### config.mk
export PLATFORM = sky130hd
export DESIGN_NAME = piso_serializer
export DESIGN_NICKNAME = d
export VERILOG_FILES = /design/src/rtl/shift_pkg.sv /design/src/rtl/piso_serializer.sv
export SDC_FILE = /design/constraint.sdc
export NUM_CORES = 1
export LEC_CHECK = 0
export CAP_MARGIN = 0
export CORE_ASPECT_RATIO = 1.1
export CORE_MARGIN = 2
export CORE_UTILIZATION = 30
export CTS_CLUSTER_SIZE = 24
export DETAILED_ROUTE_END_ITERATION = 8
export HOLD_SLACK_MARGIN = 0.08
export PLACE_DENSITY = 0.57
export SYNTH_ARGS = -nofsm -noshare
export SYNTH_HDL_FRONTEND = slang
export SYNTH_SLANG_ARGS = --single-unit
### constraint.sdc
create_clock -name clk -period 2.2 [get_ports clk]
set_clock_uncertainty 0.05 [all_clocks]
set_input_delay 0.33 -clock clk [delete_from_list [all_inputs] [get_ports clk]]
set_output_delay 0.33 -clock clk [all_outputs]
set_load 0.03 [all_outputs]
### src/rtl/shift_pkg.sv
// Shared types and constants for the shift-register datapath.
// Used by the parallel-in/serial-out stage.
package shift_pkg;

    typedef enum logic {
        IDLE  = 1'b0,
        SHIFT = 1'b1
    } state_t;

    localparam logic DIR_LEFT  = 1'b0;
    localparam logic DIR_RIGHT = 1'b1;

    localparam int DEF_WIDTH = 8;

endpackage

### src/rtl/piso_serializer.sv
// Parallel-in/serial-out stage with a one-word holding buffer.
// Emits framed words back to back, direction chosen per word.
module piso_serializer
    import shift_pkg::*;
#(
    parameter int WIDTH = DEF_WIDTH
) (
    input  logic             clk,
    input  logic             rst_n,
    input  logic [WIDTH-1:0] din,
    input  logic             din_valid,
    output logic             din_ready,
    input  logic             r_l,
    output logic             sout,
    output logic             sout_valid,
    output logic             sof,
    output logic             eof,
    output logic             busy
);

    localparam int CW = $clog2(WIDTH);
    localparam logic [CW-1:0] LAST = CW'(WIDTH - 1);

    state_t           state, state_nx;
    logic [WIDTH-1:0] sh, sh_nx;
    logic             dir, dir_nx;
    logic [CW-1:0]    cnt, cnt_nx;
    logic [WIDTH-1:0] hb;
    logic             hb_dir;
    logic             hb_full, hb_full_nx;
    logic             last, load, accept;

    assign last   = (state == SHIFT) && (cnt == LAST);
    assign load   = hb_full && ((state == IDLE) || last);
    assign accept = din_valid && !hb_full;

    always_ff @(posedge clk or negedge rst_n) begin
        if (!rst_n) begin
            state   <= IDLE;
            sh      <= '0;
            dir     <= DIR_LEFT;
            cnt     <= '0;
            hb_full <= 1'b0;
        end else begin
            state   <= state_nx;
            sh      <= sh_nx;
            dir     <= dir_nx;
            cnt     <= cnt_nx;
            hb_full <= hb_full_nx;
        end
    end

    always_ff @(posedge clk or negedge rst_n) begin
        if (!rst_n) begin
            hb     <= '0;
            hb_dir <= DIR_LEFT;
        end else if (accept) begin
            hb     <= din;
            hb_dir <= r_l;
        end
    end

    // A load on the last bit keeps SHIFT with no idle slot between words.
    always_comb begin
        state_nx   = state;
        sh_nx      = sh;
        dir_nx     = dir;
        cnt_nx     = cnt;
        hb_full_nx = hb_full;
        if (load) begin
            state_nx   = SHIFT;
            sh_nx      = hb;
            dir_nx     = hb_dir;
            cnt_nx     = '0;
            hb_full_nx = 1'b0;
        end else begin
            if (accept) begin
                hb_full_nx = 1'b1;
            end
            unique case (state)
                IDLE: begin
                    cnt_nx = '0;
                end
                SHIFT: begin
                    sh_nx  = (dir == DIR_RIGHT) ? (sh >> 1) : (sh << 1);
                    cnt_nx = cnt + CW'(1);
                    if (last) begin
                        state_nx = IDLE;
                        cnt_nx   = '0;
                    end
                end
                default: begin
                    state_nx = IDLE;
                end
            endcase
        end
    end

    assign sout_valid = (state == SHIFT);
    assign sout       = sout_valid
                      & ((dir == DIR_RIGHT) ? sh[0] : sh[WIDTH-1]);
    assign sof        = sout_valid && (cnt == '0);
    assign eof        = sout_valid && (cnt == LAST);
    assign busy       = (state == SHIFT) || hb_full;
    assign din_ready  = !hb_full;

endmodule
==> results.json <==
{
  "status": "complete, no violations",
  "place_hpwl_mm": 1.46,
  "ctsResizeCount": 0,
  "synth_ff_type": "dfrtp_1",
  "power_frac_seq_pct": 41.6,
  "clk_pin_slew_ps": 80,
  "cts_tree": "done",
  "timing.final.crit_share_pct": 88.2,
  "finalNonFillerCells": 163,
  "nets": 129,
  "grt_pass1_wl_mm": 3.64,
  "path_class": "reg -> out",
  "worstPathRequired_ps": 1820,
  "synth_cell_types": 19,
  "place_area_mm2": 0.00135,
  "cts.path.max_buffers": 2,
  "grt_overflow": 0,
  "finalHoldViolCount": 0,
  "die_h_um": 68.0,
  "avgSynthCellArea_um2": 12.0,
  "syn_inst": 93,
  "p_sw_uw": 700,
  "endpoint_kind": "primary output",
  "ir_worst_vdd_mv": 0.294,
  "die_x_um": 62.2,
  "synthTopCellsByArea": "dfrtp_1 (52%), mux2_1 (18%), mux2i_1 (6.3%)",
  "dr.first_iter.drc_count": 12,
  "post_cts_buffers": 0,
  "holdWs_ps": 372,
  "fmax_mhz": 515,
  "maxSlewHeadroom_pct": 63.4,
  "critical_path_arrival_ps": 1560,
  "antenna_cells": 0,
  "fillCellCount": 377,
  "mappedNetlistArea_mm2": 0.00112,
  "vias": 761,
  "period_minus_slack_ps": 1940,
  "power.leakage_uw": 0.000629,
  "worstSetupStartpointType": "flip-flop",
  "synth_top_area_share_pct": 51.6,
  "critPathLaunch": "hb_full$_DFFE_PN0P_",
  "r2r_start": "cnt[0]$_DFF_PN0_",
  "cts_root_buf": "clkbuf_8",
  "worst_slew_pin_slew_ps": 548,
  "ctsHoldBuffers": 0,
  "hp-class": "in -> async",
  "drc": 0,
  "synth_seq_cells": 23,
  "cts.sinks": 23,
  "grt_pass1_vias": 788,
  "clkPwrFrac_pct": 13.5,
  "dp_cells": 159,
  "drv_cap": 0,
  "finalSetupViolCount": 0,
  "reg2reg_depth": 5,
  "h-tree-depth": 1,
  "vias_per_cell": 4.67,
  "internal_power_uw": 1220,
  "cts_made_buffers": 3,
  "layout-area-overhead-vs-synth_pct": 25.7,
  "initial_core_util_pct": 31.0,
  "syn-num-nets": 108,
  "rsz0062_at_grt": "no",
  "fin_total_pwr_uw": 1920,
  "ff2ff_setup_slack_ps": 550,
  "comb_power_share_pct": 44.8,
  "clkLatencyLatePin_ps": 260,
  "std_cell_rows": 23,
  "wl_per_cell_um": 12.6,
  "place.gp.congestion": 0.696,
  "r2r-end": "sh[6]$_DFFE_PN0P_",
  "fin_area_mm2": 0.00140,
  "ant_nets": 0,
  "finalMaxSlewViolations": 0,
  "cp_max_fo": 7,
  "io_pins": 18,
  "yosysTopAreaCell": "dfrtp_1",
  "yosys_warnings": 0,
  "coreArea_mm2": 0.00360,
  "routed_wl_mm": 2.06,
  "synth_edf_count": 0,
  "dr.pass1.iters": 4,
  "antenna_found_initial": 0,
  "ys_seq_area_share_pct": 51.6,
  "track_usage_pct": 11.3,
  "setup-tns-final_ps": 0,
  "numPortBuffers": 17,
  "critical_path.endpoint": "busy",
  "async_flop_share_pct": 100,
  "dieArea_mm2": 0.00422,
  "grt_max_degree": 24,
  "swShare_pct": 36.4,
  "drive_gt1_share_pct": 7.96,
  "p_per_area_mw_per_mm2": 1370
}
==> cell usage after synthesis, types with 3 or more instances <==
| library cell | instances |
|---|---|
| mux2_1 | 18 |
| mux2i_1 | 7 |
| nand2_1 | 5 |
| ha_1 | 3 |
| a31oi_1 | 8 |
| dfrtp_1 | 23 |
| o22ai_1 | 8 |
| nor2_1 | 3 |
| inv_1 | 3 |
| buf_2 | 3 |
==> layout by cell type (no fill, tap or decap) <==
cell type / count
a31oi_1: 8
and2_1: 1
and3_1: 1
buf_4: 5
clkbuf_1: 1
clkbuf_8: 3
clkdlybuf4s50_1: 15
dfrtp_1: 23
dlymetal6s2s_1: 2
ha_1: 3
inv_1: 3
inv_2: 1
mux2_1: 18
mux2i_1: 7
nand2_1: 5
nand2b_1: 2
nor2_1: 3
nor2b_1: 2
o21bai_1: 1
o22ai_1: 8
or2_1: 1
==> critical path, cell delays in order (launching register included) <==
cell and delay [ps]:
dfrtp_1 470, or2_1 240, clkdlybuf4s50_1 590
==> how the worst min path moves through the flow <==
| stage | startpoint | endpoint | cells past startpoint |
|---|---|---|---|
| final | rst_n | sh[3]$_DFFE_PN0P_ | 2 |
| after global routing | rst_n | sh[4]$_DFFE_PN0P_ | 2 |
| after CTS | rst_n | hb[3]$_DFFE_PN0P_ | 2 |
| after detailed placement | cnt[0]$_DFF_PN0_ | cnt[0]$_DFF_PN0_ | 1 |
| after global placement | cnt[0]$_DFF_PN0_ | cnt[0]$_DFF_PN0_ | 1 |
| after floorplan | rst_n | cnt[0]$_DFF_PN0_ | 0 |
==> metal layers <==
layer  share of wire, %  GRT usage, %
met1                 46          14.3
met2                 48          18.2
met3                2.5          1.64
met4                3.1          8.33
met5                  0             0
==> flip-flops by register name, summed over array words and instances (netlist names) <==
name        count
hb_dir          1
hb_full         1
hb              8
sout_valid      1
dir             1
sh              8
cnt             3
==> through the flow <==
| step | setup slack (ps) | utilization (%) |
|---|---|---|
| after global routing | 174 | 39.0 |
| after detailed placement | 303 | 37.6 |
| final | 259 | 39.0 |
| after floorplan | 494 | - |
| after global placement | 333 | 37.6 |
| after CTS | 0.723 | 38.9 |
==> power groups by stage <==
| stage | clock (uW) | combinational [uW] | sequential (uW) |
|---|---|---|---|
| CTS | 275 | 884 | 808 |
| global placement | 0 | 850 | 809 |
| global route | 286 | 975 | 841 |
| finish | 260 | 862 | 801 |
| detailed placement | 0 | 881 | 819 |
| floorplan | 0 | 674 | 757 |
==> cell families after synthesis <==
family                   after synthesis  share of synthesized area [%]
multiplexers                          25                           24.4
flip-flops                            23                           51.6
buffers and inverters                 10                           4.37
AND/OR/NAND/NOR                       15                           6.62
AO/OA/AOI/OAI                         17                           9.64
adder cells (fa/ha/maj)                3                           3.36
==> area by class of cell <==
cell class	instances	area, um2	share of cell area (%)
inverters	4	15.0	1.07
repair buffers	22	213	15.2
well taps	50	62.6	4.46
flip-flops and latches	23	576	41.0
multi-input cells	60	492	35.1
clock buffers	4	45.0	3.21
Note: power is estimated with default switching activity, not from simulation.
